==> src/rtl/pll_clkgen.sv <==
// pll_clkgen: supervises the PLL lock input, sequences a clean downstream
// reset, and generates NCH fractional clock-enable strobes from phase
// accumulators running on the PLL output clock.
// Optional build macro PLL_CLKGEN_LOSS_COUNT_EN adds the 16-bit saturating
// loss_count output, which counts RUN->LOST transitions.
module pll_clkgen #(
  parameter int NCH           = 2,
  parameter int ACC_W         = 24,
  parameter int SETTLE_CYCLES = 1024,
  parameter int LOSS_CYCLES   = 4
) (
  input  logic                 clkin,
  input  logic                 rst,
  input  logic                 pll_locked,
  input  logic [NCH*ACC_W-1:0] inc,
  input  logic                 inc_load,
  output logic                 locked,
  output logic                 rst_out,
  output logic [NCH-1:0]       ce,
  output logic [2:0]           state
`ifdef PLL_CLKGEN_LOSS_COUNT_EN
  ,
  output logic [15:0]          loss_count
`endif
);

  localparam logic [2:0] ST_HOLD   = 3'd0;
  localparam logic [2:0] ST_WAIT   = 3'd1;
  localparam logic [2:0] ST_SETTLE = 3'd2;
  localparam logic [2:0] ST_RUN    = 3'd3;
  localparam logic [2:0] ST_LOST   = 3'd4;

  // Settle counter only has to reach SETTLE_CYCLES-1; loss counter reaches LOSS_CYCLES-1
  localparam int SCW = $clog2(SETTLE_CYCLES);
  localparam int LCW = $clog2(LOSS_CYCLES + 1);
  localparam logic [SCW-1:0] SETTLE_LAST = SCW'(SETTLE_CYCLES - 1);
  localparam logic [LCW-1:0] LOSS_LAST   = LCW'(LOSS_CYCLES - 1);

  logic                          sync1_r;
  logic                          lk_r;
  logic [2:0]                    state_r;
  logic [2:0]                    next_state_s;
  logic [SCW-1:0]                settle_cnt_r;
  logic [LCW-1:0]                loss_cnt_r;
  logic                          run_hold_s;
  logic                          locked_r;
  logic                          rst_out_r;
  logic [NCH-1:0][ACC_W-1:0]     incr_r;
  logic [NCH-1:0][ACC_W-1:0]     acc_r;
  logic [NCH-1:0][ACC_W:0]       sum_s;
  logic [NCH-1:0]                ce_r;

  // Two-flop synchroniser bringing the asynchronous PLL lock into clkin
  always_ff @(posedge clkin) begin
    if (rst) begin
      sync1_r <= 1'b0;
      lk_r    <= 1'b0;
    end else begin
      sync1_r <= pll_locked;
      lk_r    <= sync1_r;
    end
  end

  // FSM state register
  always_ff @(posedge clkin) begin
    if (rst) begin
      state_r <= ST_HOLD;
    end else begin
      state_r <= next_state_s;
    end
  end

  // FSM next-state logic
  always_comb begin
    next_state_s = state_r;
    case (state_r)
      ST_HOLD: begin
        next_state_s = ST_WAIT;
      end
      ST_WAIT: begin
        if (lk_r) begin
          next_state_s = ST_SETTLE;
        end else begin
          next_state_s = ST_WAIT;
        end
      end
      ST_SETTLE: begin
        // A lock drop in the final settle cycle still sends us back to WAIT
        if (!lk_r) begin
          next_state_s = ST_WAIT;
        end else if (settle_cnt_r == SETTLE_LAST) begin
          next_state_s = ST_RUN;
        end else begin
          next_state_s = ST_SETTLE;
        end
      end
      ST_RUN: begin
        if (!lk_r && (loss_cnt_r == LOSS_LAST)) begin
          next_state_s = ST_LOST;
        end else begin
          next_state_s = ST_RUN;
        end
      end
      ST_LOST: begin
        next_state_s = ST_WAIT;
      end
      default: begin
        next_state_s = ST_HOLD;
      end
    endcase
  end

  // FSM output decode: released only while RUN is held across the coming edge,
  // so leaving RUN reasserts reset on the same edge the FSM enters LOST
  always_comb begin
    run_hold_s = 1'b0;
    if ((state_r == ST_RUN) && (next_state_s == ST_RUN)) begin
      run_hold_s = 1'b1;
    end else begin
      run_hold_s = 1'b0;
    end
  end

  // Registered lock status and downstream reset
  always_ff @(posedge clkin) begin
    if (rst) begin
      locked_r  <= 1'b0;
      rst_out_r <= 1'b1;
    end else begin
      locked_r  <= run_hold_s;
      rst_out_r <= ~run_hold_s;
    end
  end

  // Settle counter: counts consecutive locked cycles while settling
  always_ff @(posedge clkin) begin
    if (rst) begin
      settle_cnt_r <= '0;
    end else if ((state_r == ST_SETTLE) && lk_r) begin
      settle_cnt_r <= settle_cnt_r + SCW'(1);
    end else begin
      settle_cnt_r <= '0;
    end
  end

  // Loss counter: counts consecutive unlocked cycles while running
  always_ff @(posedge clkin) begin
    if (rst) begin
      loss_cnt_r <= '0;
    end else if ((state_r == ST_RUN) && !lk_r) begin
      loss_cnt_r <= loss_cnt_r + LCW'(1);
    end else begin
      loss_cnt_r <= '0;
    end
  end

  // Increment registers: loadable in any state, cleared only by rst
  always_ff @(posedge clkin) begin
    if (rst) begin
      incr_r <= '0;
    end else if (inc_load) begin
      incr_r <= inc;
    end else begin
      incr_r <= incr_r;
    end
  end

  // Per-channel accumulator sum with carry-out in the top bit
  always_comb begin
    sum_s = '0;
    for (int k = 0; k < NCH; k++) begin
      sum_s[k] = {1'b0, acc_r[k]} + {1'b0, incr_r[k]};
    end
  end

  // Phase accumulators and strobes; held at zero outside RUN so that every
  // channel restarts phase-aligned on RUN entry
  always_ff @(posedge clkin) begin
    if (rst) begin
      acc_r <= '0;
      ce_r  <= '0;
    end else if (run_hold_s) begin
      for (int k = 0; k < NCH; k++) begin
        acc_r[k] <= sum_s[k][ACC_W-1:0];
        ce_r[k]  <= sum_s[k][ACC_W];
      end
    end else begin
      acc_r <= '0;
      ce_r  <= '0;
    end
  end

`ifdef PLL_CLKGEN_LOSS_COUNT_EN
  logic [15:0] loss_count_r;

  // Saturating count of RUN->LOST transitions, cleared only by rst
  always_ff @(posedge clkin) begin
    if (rst) begin
      loss_count_r <= 16'd0;
    end else if ((state_r == ST_RUN) && (next_state_s == ST_LOST) &&
                 (loss_count_r != 16'hFFFF)) begin
      loss_count_r <= loss_count_r + 16'd1;
    end else begin
      loss_count_r <= loss_count_r;
    end
  end

  assign loss_count = loss_count_r;
`else
  // Lock-loss counting is not built in this configuration
`endif

  assign locked  = locked_r;
  assign rst_out = rst_out_r;
  assign ce      = ce_r;
  assign state   = state_r;

endmodule

==> config.mk <==
export PLATFORM = sky130hd
export DESIGN_NAME = pll_clkgen
export DESIGN_NICKNAME = d
export VERILOG_FILES = /design/src/rtl/pll_clkgen.sv
export SDC_FILE = /design/constraint.sdc
export NUM_CORES = 1
export LEC_CHECK = 0
export ABC_AREA = 1
export BUFFER_PORTS_ARGS = -buffer_cell sky130_fd_sc_hd__buf_2
export CORE_ASPECT_RATIO = 2
export CORE_MARGIN = 2
export CORE_UTILIZATION = 30
export CTS_BUF_LIST = sky130_fd_sc_hd__clkbuf_4
export DETAILED_ROUTE_END_ITERATION = 10
export PLACE_DENSITY = 0.45
export RECOVER_POWER = 100
export SLEW_MARGIN = 20
export SYNTH_ARGS = -nofsm -noshare
export SYNTH_HDL_FRONTEND = slang
export SYNTH_SLANG_ARGS = --single-unit
==> constraint.sdc <==
create_clock -name clkin -period 3.2 [get_ports clkin]
set_clock_uncertainty 0.05 [all_clocks]
set_input_delay 0.32 -clock clkin [delete_from_list [all_inputs] [get_ports clkin]]
set_output_delay 0.32 -clock clkin [all_outputs]
set_load 0.02 [all_outputs]
* Word level (Yosys, flattened, before mapping) *
Cells that the tools add are included.

storage, ports and cells
  flip-flop bits (word level) = 118
  input port bits = 52
  output and inout bits = 7
  logic and storage cells = 42

cells by class
  add/sub/neg operators = 4
  equality and inequality tests = 7
  muxes and demuxes = 6
  bitwise logic cells = 3
  reduce and logical (&&, ||, !) cells = 10

operators by type and width
  operator               count
  $add 24x24->25         2
  $eq 3x2->1 const B     4
  $pmux 3 s4             1
  $add 10x1->10 const B  1
  $eq 10x10->1 const B   1
  $reduce_or 2->1        4
  $logic_and 1x1->1      4
  $mux 2                 2
  $add 3x1->3 const B    1
  $eq 3x1->1 const B     1
  $eq 3x3->1 const B     1
  $logic_not 3->1        1
  $mux 3                 1
  $not 1->1              3
  $mux 1                 2
  $logic_not 1->1        1

* Longest topological paths before layout *
Gate-level depths: netlist of the first run.

  depth after elaboration = 9
  gate-level depth with buffers = 13
  gate-level depth less buffers = 13

* Least setup slack after synthesis of the first run *
Ideal clock, no wire load.

  path type = flip-flop to flip-flop
  start point = register incr_r[0] in the netlist's numbering
  end point = register ce_r[0] (netlist: ce[0])
  setup time = 109 ps
  arrival = 1511 ps
  required time = 3041 ps
  setup slack = 1530 ps
  stages on the path, launching flop included = 13
  path buffers = 0
  clock period less this slack = 1670 ps
  cells stage by stage = dfxtp_1 -> ha_1 -> fa_1 -> nand2_1 -> nand2_1 -> nand4_1 -> nand2_2 -> nand2_2 -> nand2_1 -> nand2_1 -> nand2_1 -> nand2_1 -> inv_1

between the ends
  longest elaborated chain between the ends = 1

ends and longest elaborated chain
  what                             RTL line  RTL
  from (decl)                      48        logic [NCH-1:0][ACC_W-1:0] incr_r;
  from (signal assigned)           162       incr_r <= inc;
  from (signal assigned)           164       incr_r <= incr_r;
  $add 24x24->25                   172       sum_s[k] = {1'b0, acc_r[k]} + {1'b0, incr_r[k]};
  to (signal, indexed assignment)  185       ce_r[k] <= sum_s[k][ACC_W];
  to (decl)                        51        logic [NCH-1:0] ce_r;

No other way between the ends.
A chain may end at the register's enable or synchronous reset.

* Worst setup path after layout of the first run *
Same ends and word-level chain as after synthesis.

==> impl_results.md, run 1 <==
- Status: finished, final reports clean
- P per Cell Area: around 320 nW/um2
- Setup TNS: 0 ns
- Avg Inst Size Synth: between 6 and 7 um2
- DRC viols: 0
- Top area cells in the synthesized netlist: dfxtp_1, nand2_1, inv_1, nor2_1, ha_1
- Clk pin slew, worst setup/hold paths: ~0.11 ns
- Initial core utilization: 0.302
- Crit path kind: flop to flop
- Die Wd: ~110 um
- Syn Inst Count: about 1200
- Synthesis Warnings: 0
- Synth area leader: dfxtp_1
- Core area: between 20000 and 25000 um2
- FF+latch count, synth: approximately 120
- Post-DR wirelength/cell: 14.4 um
- Fillers: roughly 2800
- Num CTS Buffers: 17
- Final Hold Fails: 0
- Area of the multi-input gates: a little over 4000 um2
- Slew margin rel.: 0.308
- Max Cap Violations: 0
- Std-Cell Rows: 81
- RSZ-0062 raised after global routing: false
- Crit path max fanout: 4
- Fmax: approximately 460 MHz
- Final Slew Violations: 0
- Global route overflow: 0
- Wl on met1: ~7.4 mm
- Register area: 2360 um2
- Post-route ant nets: 0
- Largest net degree at the start of global routing: 50
- Routability cong.: 0.907
- Setup Fix Bufs, Post-CTS: 0
- Netlist Area Pre-Place: 7350 um2
- Critical Path RT: approximately 3.7 ns
- Clk sinks: roughly 120
- Initial antenna violation count: 1
- DR vias/cell: roughly 4.5
- Final period utilization: 0.673
- CP Launch Type: flop
- Post-synth EDFFs: 0
- CTS Buffer Depth: 2
- Post-CTS sizing: 0
- Worst min path class: input pin to flop
- Maximum vdd drop: roughly 0.17 mV
- Area grow syn2layout: 17.0%
- Leak: roughly 4.5 nW
- # H-tree levels: 4
- Library cells used by synthesis: 35
- DR top layer: met4
- First drt pass iteration count: 4
- Total Wirelength: ~23 mm
- Layout cells sized above 1: 0.0910
- Final setup fails: 0
- Vias in the first global route: about 7400
- CTS Hold Bufs: 51
- Gr usage total: 0.190
- First-pass GRT wire length: 36.6 mm
- Fin crit period: roughly 2.2 ns
- Commonest cells post-synth: nand2_1, inv_1, nor2_1, dfxtp_1
- Die area: 25900 um2
- Worst slew pin tran: about 1.0 ns
- Io pins: a little under 60
- Setup ws final: 1.05 ns
- Seq/Total Area, Yosys: 0.321
- Most numerous cell in the Yosys netlist: nand2_1
- WL met2: between 10 and 15 mm
- Vias: between 7000 and 8000
- Arrival time at the worst endpoint: 2.61 ns
- Buffer type at the clock tree root: clkbuf_4
- Metal3 WL: roughly 400 um
- Clk_lat worst skew: a little under 0.6 ns
- First DRT Iteration DRCs: around 260
- Port Buffers: 58
- Worst setup EP type: flop
- Die Ht: around 230 um
- Hold_ws: between 0.2 and 0.3 ns
- Dpl hpwl: around 18 mm
- NumNets Final: ~1400
- Synth top area share: 0.321
- Mapped Nets: between 1000 and 1500
- Worst slack, placed: between 1 and 1.5 ns
- CTS tree: done
- Asr flop ratio synth: 0
- Top_reg_cell synth: dfxtp_1
## where the power goes
| group | total [mW] | switching (mW) | internal (mW) |
|---|---|---|---|
| clock | 0.891 | 0.602 | 0.289 |
| combinational | 0.340 | 0.194 | 0.146 |
| sequential | 1.54 | 0.0273 | 1.51 |
| total | 2.77 | 0.823 | 1.95 |
## flip-flops by register name, indices dropped and copies added (netlist names)
name,cells
settle_cnt_r,10
lk_r,1
loss_cnt_r,3
sync1_r,1
acc_r,48
locked,1
incr_r,48
ce,2
rst_out,1
state,3
## cell families (layout without fill, tap and decap cells)
kind of cell / count (synthesis) / count (layout) / synth area share
adder cells (fa/ha/maj): 53 / 53 / 0.0922
other: 0 / 1 / 0
XOR/XNOR: 7 / 7 / 0.00834
buffers and inverters: 230 / 354 / 0.121
flip-flops: 118 / 118 / 0.321
AND/OR/NAND/NOR: 652 / 652 / 0.376
AO/OA/AOI/OAI: 113 / 113 / 0.0817
## stage by stage
step           area, um2   util  total power, mW  std cells
5_1_grt             8600  0.354             2.93       1588
3_5_place_dp        7940  0.326             1.88       1505
6_report            8600  0.354             2.77       1588
4_1_cts             8650  0.356             2.84       1587
3_3_place_gp        7940  0.326             1.87       1505
2_1_floorplan       7350      -             1.77       1173
## critical path: stages (launching register included)
cell and delay (ns):
dfxtp_1 0.33, ha_1 0.26, fa_1 0.44, nand2_1 0.10
nand2_1 0.09, nand4_1 0.08, nand2_1 0.17, nand2_1 0.20
nand2_1 0.14, nand2_1 0.09, nand2_1 0.05, nand2_1 0.05
inv_1 0.04
## routing by layer
metal  track usage  vias to the layer above
met1         0.153                     3144
li1              -                     3832
met2         0.396                       95
met5             0                        -
met3        0.0323                       59
met4         0.122                        0
## area by class of cell
class,instances,share of cell area
multi-input cells,825,0.473
flip-flops and latches,118,0.275
repair buffers,112,0.0942
inverters,211,0.0924
well taps,290,0.0422
clock buffers,18,0.0157
clock inverters,13,0.00785
diodes,1,0.000291
## worst paths after layout
kind / slack (ns) / from / endpoint / cells after the start
max: 1.05 / incr_r[0] / ce[0] / 12
min: 0.28 / inc_load / incr_r[34] / 4
max reg2reg: 1.05 / incr_r[0] / ce[0] / 12
min reg2reg: 0.37 / sync1_r / lk_r / 2
## cell usage in the layout (no fill, tap or decap), types with 2 or more instances in the layout
cell	netlist	layout
nor3b_1	3	3
buf_2	7	50
clkbuf_1	10	8
o21ai_0	51	52
a21oi_1	50	51
nand4_1	18	18
nand3_1	50	52
nand2_2	18	12
clkinv_1	0	4
and2_0	0	2
ha_1	51	51
clkinv_2	0	6
fa_1	2	2
nand2_1	329	335
a21oi_2	7	6
dlygate4sd3_1	0	51
buf_4	0	2
nand3_2	7	5
dfxtp_1	118	118
nor2_2	4	3
inv_1	207	207
o31ai_1	2	2
inv_2	3	3
xor2_1	6	6
nor3_1	6	7
nand3b_1	2	2
clkinvlp_4	0	3
nor2_1	202	203
clkbuf_4	0	18
nor2_4	6	6
Power figures use the tool's default switching activity.
==> run 2: changes to the inputs <==
==> constraint.sdc (replaced) <==
create_clock -name clkin -period 2.3 [get_ports clkin]
set_clock_uncertainty 0.05 [all_clocks]
set_input_delay 0.23 -clock clkin [delete_from_list [all_inputs] [get_ports clkin]]
set_output_delay 0.23 -clock clkin [all_outputs]
set_load 0.02 [all_outputs]
==> run 2 against run 1 <==
Compared with the run above: via count up 1.4%; critical endpoint is now acc_r[14]; highest routed layer unchanged; critical path type unchanged; clock power is 110% higher; fmax rose by 3.5%; worst hold slack lost 0.14 ns; critical path depth is 3 lower; global-route usage decreased by 0.077 points; design area up 2.4%; utilization rose by 0.86 points.
==> impl_results.md, run 2 (synthesis gave the netlist of run 1 again) <==
- Final period utilization: 0.905 (+0.232)
- Fmax: 480 MHz (+3.5%)
- DRC viols: 0 (unchanged)
- Maximum vdd drop: 0.318 mV (+87%)
- Total Wirelength: 23.0 mm (about the same)
- Largest net degree at the start of global routing: 32 (-36%)
- Status: finished, final reports clean
- Worst slew pin tran: 0.654 ns (-0.384 ns)
- Clk sinks: 118 (unchanged)
- Initial antenna violation count: 1 (unchanged)
- First drt pass iteration count: 7 (+3)
- Switching power: 1.19 mW (+45%)
- Critical Path RT: 2.77 ns (-0.89 ns)
- Met1 Usage GRT: 0.154 (+0.00152)
- Die area: 25900 um2 (unchanged)
- Clock power frac: 0.412 (+0.090)
- Global route overflow: 0 (unchanged)
- GR Layer Usage met3: 0.0368 (+0.00457)
- Crit path max fanout: 4 (unchanged)
- Die Wd: 115 um (unchanged)
- Slew margin rel.: 0.564 (+0.256)
- Post-route cell area: 8810 um2 (+2.4%)
- Dpl hpwl: 18.4 mm (+3.8%)
- Gr usage total: 0.189 (-0.000765)
- RSZ-0062 raised after global routing: false
- Final setup fails: 0 (unchanged)
- P per Cell Area: 507 nW/um2 (+57%)
- CTS tree: done
- Initial core utilization: 0.302 (unchanged)
- Layout cells sized above 1: 0.0979 (+0.00688)
- Area of the multi-input gates: 4070 um2 (about the same)
- Clk_lat worst skew: 0.60 ns (about the same)
- Post-DR wirelength/cell: 14.4 um (-0.67%)
- Die Ht: 225 um (unchanged)
- Sw Share: 0.267 (-0.0297)
- Fin crit period: 2.08 ns (-0.0734 ns)
- Routability cong.: 0.907 (unchanged)
- Fillers: 2734 (-1.2%)
- Num CTS Buffers: 17 (unchanged)
- NumNets Final: 1400 (+0.72%)
- First-pass GRT wire length: 36.6 mm (about the same)
- DR vias/cell: 4.52 (+0.63%)
- Worst min path class: input pin to flop
- Largest regs: acc_r x48, incr_r x48, settle_cnt_r x10
- Io pins: 59 (unchanged)
- Vias: 7229 (+1.4%)
- Comb pwr share: 0.108 (-0.014)
- Std-Cell Rows: 81 (unchanged)
- Post-CTS sizing: 0 (unchanged)
- Register area: 2360 um2 (unchanged)
- Final Slew Violations: 0 (unchanged)
- Worst setup EP type: flop
- Max Cap Violations: 0 (unchanged)
- Sequential power share: 0.481 (-0.075)
- Clk pin slew, worst setup/hold paths: 0.12 ns (about the same)
- Core area: 24300 um2 (unchanged)
- Final Hold Fails: 0 (unchanged)
- Fin util: 0.362 (+0.00864)
- CP Launch Type: flop
- Placed Area: 7990 um2 (+0.66%)
- Area grow syn2layout: 19.8%
- P_int: 3.27 mW (+68%)
- Most Crowded Layer GR: met2
- Arrival time at the worst endpoint: 2.55 ns (-0.06 ns)
- Setup TNS: 0 ns (unchanged)
- # H-tree levels: 4 (unchanged)
- Vias in the first global route: 7353 (+0.041%)
- Buffer type at the clock tree root: clkbuf_4
- Leak: 4.59 nW (+1.9%)
- Most frequent cells in the layout: nand2_1, inv_1, nor2_1
- Most common cell after layout, fill and taps aside: nand2_1
- First DRT Iteration DRCs: 280 (+9.8%)
- Crit path kind: flop to flop
- Port Buffers: 58 (unchanged)
- CTS Buffer Depth: 2 (unchanged)
- Met2 usage: 0.400 (+0.00344)
- Post-route ant nets: 0 (unchanged)
[run 2: changes by cell type in the layout (fill, tap and decap cells not counted), sizes merged]
cell / change
buf: +4
bufinv: +5
clkbuf: +2
clkinv: -5
clkinvlp: +2
diode: +1
dlygate4sd3: +3
[run 2: path summary, 6_finish.rpt]
check               end  startpoint  slack, ns  cells after the start
max           acc_r[14]   incr_r[0]       0.22                      9
min          incr_r[20]    inc_load       0.14                      4
max reg2reg   acc_r[14]   incr_r[0]       0.22                      9
min reg2reg        lk_r     sync1_r       0.38                      2
[run 2: through the flow]
stage                     hold WS (ns)  setup slack, ns  total power [mW]  cells
after floorplan                  0.251            0.630              2.46   1173
after global placement           0.364            0.255              2.61   1512
after detailed placement         0.362            0.269              2.61   1512
after CTS                       0.0924            0.218              4.55   1598
after global routing             0.144           0.0769              4.69   1600
final                            0.143            0.218              4.47   1600
[run 2: power by group through the flow]
stage | clock, mW | sequential (mW) | combinational [mW]
3_3_place_gp | 0 | 2.19 | 0.419
5_1_grt | 1.98 | 2.16 | 0.552
4_1_cts | 1.91 | 2.15 | 0.495
3_5_place_dp | 0 | 2.19 | 0.419
6_report | 1.84 | 2.15 | 0.480
2_1_floorplan | 0 | 2.18 | 0.275
[run 2: repair_timing]
action                     in CTS  in global routing
setup buffers                   0                  0
hold buffers                   54                  0
setup endpoints to repair       0                  0
hold endpoints to repair       56                  0
[run 2: area by class of cell]
type                       count  share of cell area
tap                          290              0.0412
inverter                     211              0.0899
sequential                   118               0.268
clock buffer                  17              0.0145
multi-input combinational    825               0.462
timing repair buffer         122               0.100
antenna                        2            0.000568
clock inverter                15              0.0239
[run 2: layer usage]
metal  routed length, um  vias up
li1                    -     3853
met1                7370     3217
met2               13900      110
met3                 523       49
met4                1130        0
met5                   0        -
[run 2: critical path, stage by stage, from the launching register on]
cell and delay [ns]:
dfxtp_1 0.34, ha_1 0.27, fa_1 0.45, nand2_1 0.11, nand2_1 0.09, nand3_1 0.13
nand2_1 0.15, nand3_1 0.17, nand3_1 0.09, a21oi_1 0.15
==> run 3: changes to the inputs <==
--- a/config.mk
+++ b/config.mk
@@ -8,7 +8,6 @@
 export ABC_AREA = 1
 export BUFFER_PORTS_ARGS = -buffer_cell sky130_fd_sc_hd__buf_2
 export CORE_ASPECT_RATIO = 2
-export CORE_MARGIN = 2
 export CORE_UTILIZATION = 30
 export CTS_BUF_LIST = sky130_fd_sc_hd__clkbuf_4
 export DETAILED_ROUTE_END_ITERATION = 10
==> run 3 against run 2 <==
Compared with the run above: clock-buffer cell count rose by 1; worst setup slack got worse by 0.0030 ns; cell count fell by 0.38%; non-clock buffer count fell by 2.
==> impl_results.md, run 3 (synthesis gave the netlist of run 1 again) <==
- Status: finished, final reports clean
- Post-DR wirelength/cell: 14.4 um (+0.61%)
- Total Wirelength: 23.0 mm (+0.23%)
- Placed Cells incl. Taps: 1506 (-0.40%)
- RSZ-0062 raised after global routing: false
- Num CTS Buffers: 17 (unchanged)
- Routability cong.: 0.897 (-1.2%)
- Largest net degree at the start of global routing: 49 (+53%)
- Die area: 25200 um2 (-2.6%)
- Worst slack, placed: 0.272 ns (+0.00228 ns)
- Critical Path RT: 2.75 ns (-0.02 ns)
- Leak: 4.58 nW (-0.28%)
- Fin util: 0.367 (+0.00476)
- Clk sinks: 118 (unchanged)
- Final setup fails: 0 (unchanged)
- Final Slew Violations: 0 (unchanged)
- Worst min path class: input pin to flop
- Vias in the first global route: 7313 (-0.54%)
- Hold_ws: 0.228 ns (+0.0841 ns)
- Dpl hpwl: 18.0 mm (-1.9%)
- Maximum vdd drop: 0.218 mV (-31%)
- Most common cell after layout, fill and taps aside: nand2_1
- Post-CTS sizing: 0 (unchanged)
- Clk_lat worst skew: 0.60 ns (about the same)
- First-pass GRT wire length: 36.4 mm (-0.58%)
- Setup TNS: 0 ns (unchanged)
- Clk pin slew, worst setup/hold paths: 0.12 ns (about the same)
- First drt pass iteration count: 4 (-3)
- Crit path from: incr_r[24]
- Sequential power share: 0.492 (+0.011)
- Area of the multi-input gates: 4080 um2 (+0.15%)
- CP peak stage delay: 0.48 ns (+0.03 ns)
- Sw Share: 0.271 (+0.00403)
- Core area: 23900 um2 (-1.6%)
- Buffer type at the clock tree root: clkbuf_4
- NumNets Final: 1398 (-0.14%)
- Fin crit period: 2.08 ns (+0.00303 ns)
- Die Wd: 113 um (-1.7%)
- Worst slew pin tran: 0.937 ns (+0.283 ns)
- Area grow syn2layout: 19.4%
- Largest regs: acc_r x48, incr_r x48, settle_cnt_r x10
- Finished Layout Cells: 1594 (-0.38%)
- Io pins: 59 (unchanged)
- Switching power: 1.18 mW (-0.86%)
- Layout cells sized above 1: 0.0965 (-0.00138)
- Gr usage total: 0.195 (+0.00525)
- Vias: 7187 (-0.58%)
- # H-tree levels: 4 (unchanged)
- Post-route ant nets: 0 (unchanged)
- Global route overflow: 0 (unchanged)
- CTS tree: done
- Crit path kind: flop to flop
- Worst flop-to-flop path startpoint: incr_r[24]
- First DRT Iteration DRCs: 183 (-35%)
- Comb pwr share: 0.110 (+0.002)
- Final period utilization: 0.906 (+0.00132)
- Post-route cell area: 8780 um2 (-0.35%)
- Clock power frac: 0.397 (-0.015)
- Std-Cell Rows: 80 (-1.2%)
- Crit path max fanout: 4 (unchanged)
- Worst setup EP type: flop
- Arrival time at the worst endpoint: 2.54 ns (about the same)
- Setup ws final: 0.215 ns (-0.00303 ns)
- Die Ht: 223 um (-0.89%)
- Register area: 2360 um2 (unchanged)
- Pwr Total: 4.36 mW (-2.3%)
- Fmax: 480 MHz (-0.15%)
- CP Launch Type: flop
- Placed Area: 7960 um2 (-0.33%)
- Slew margin rel.: 0.375 (-0.189)
- Final Hold Fails: 0 (unchanged)
- P_int: 3.18 mW (-2.9%)
- Worst-path cell chain: ha_1, fa_1, nand2_1, nand2_1, nand4_1, nand2_2, nand2_1, nand2_1, nand2_1, nand2_1, nand2_1, inv_1
- Fillers: 2689 (-1.6%)
- Port Buffers: 58 (unchanged)
- Initial core utilization: 0.307 (+0.00506)
- Most frequent cells in the layout: nand2_1, inv_1, nor2_1
- DRC viols: 0 (unchanged)
- CTS Buffer Depth: 2 (unchanged)
- Most frequent CP cell: nand2_1
- Hold_sp: inc_load
- P per Cell Area: 497 nW/um2 (-2.0%)
- Max Cap Violations: 0 (unchanged)
- Setup Fix Bufs, Post-CTS: 0 (unchanged)
- DR vias/cell: 4.51 (-0.21%)
- Initial antenna violation count: 1 (unchanged)
- Worst-path cell with the longest stage delay: fa_1
## run 3: cell types whose count changed in the layout (fill, tap and decap cells not counted), sizes merged
cell,before,now
buf,56,53
diode,2,1
dlygate4sd3,54,55
clkbuf,29,30
bufinv,5,4
## run 3: power by group through the flow
stage	Sequential, mW	Clock [mW]	Combinational, mW
2_1_floorplan	2.18	0	0.275
3_3_place_gp	2.20	0	0.418
3_5_place_dp	2.20	0	0.420
4_1_cts	2.15	1.82	0.495
5_1_grt	2.16	1.90	0.546
6_report	2.15	1.73	0.481
## run 3: area by class of cell
cell class,instances,share of cell area
clock buffers,18,0.0154
repair buffers,120,0.0990
multi-input cells,825,0.464
clock inverters,14,0.0209
flip-flops and latches,118,0.269
well taps,287,0.0409
inverters,211,0.0902
diodes,1,0.000285
## run 3: final timing paths
check	endpoint	slack (ns)	depth (start not counted)
worst max-delay path	ce[1]	0.22	12
worst max register to register	ce[1]	0.22	12
worst min register to register	lk_r	0.36	2
worst min-delay path	incr_r[3]	0.23	5
## run 3: metal layers
metal  wire [um]  part of all wire  vias to the layer above  global-route usage
met4        1260             0.055                        0               0.118
met3         517             0.022                       58              0.0367
li1            -                 -                     3850                   -
met2       13800              0.60                       99               0.406
met5           0                 0                        -                   0
met1        7470              0.32                     3180               0.160
## run 3: what timing repair did
item                                    4_1_cts  5_1_grt
endpoints found under the hold margin        56        0
hold buffers                                 55        0
endpoints found under the setup margin        0        0
## run 3: worst max-delay path: cells and delay by family (launching register included)
family	cells	cell delay [ns]
buffers and inverters	1	0.04
flip-flops	1	0.33
adder cells (fa/ha/maj)	2	0.73
AND/OR/NAND/NOR	9	0.85
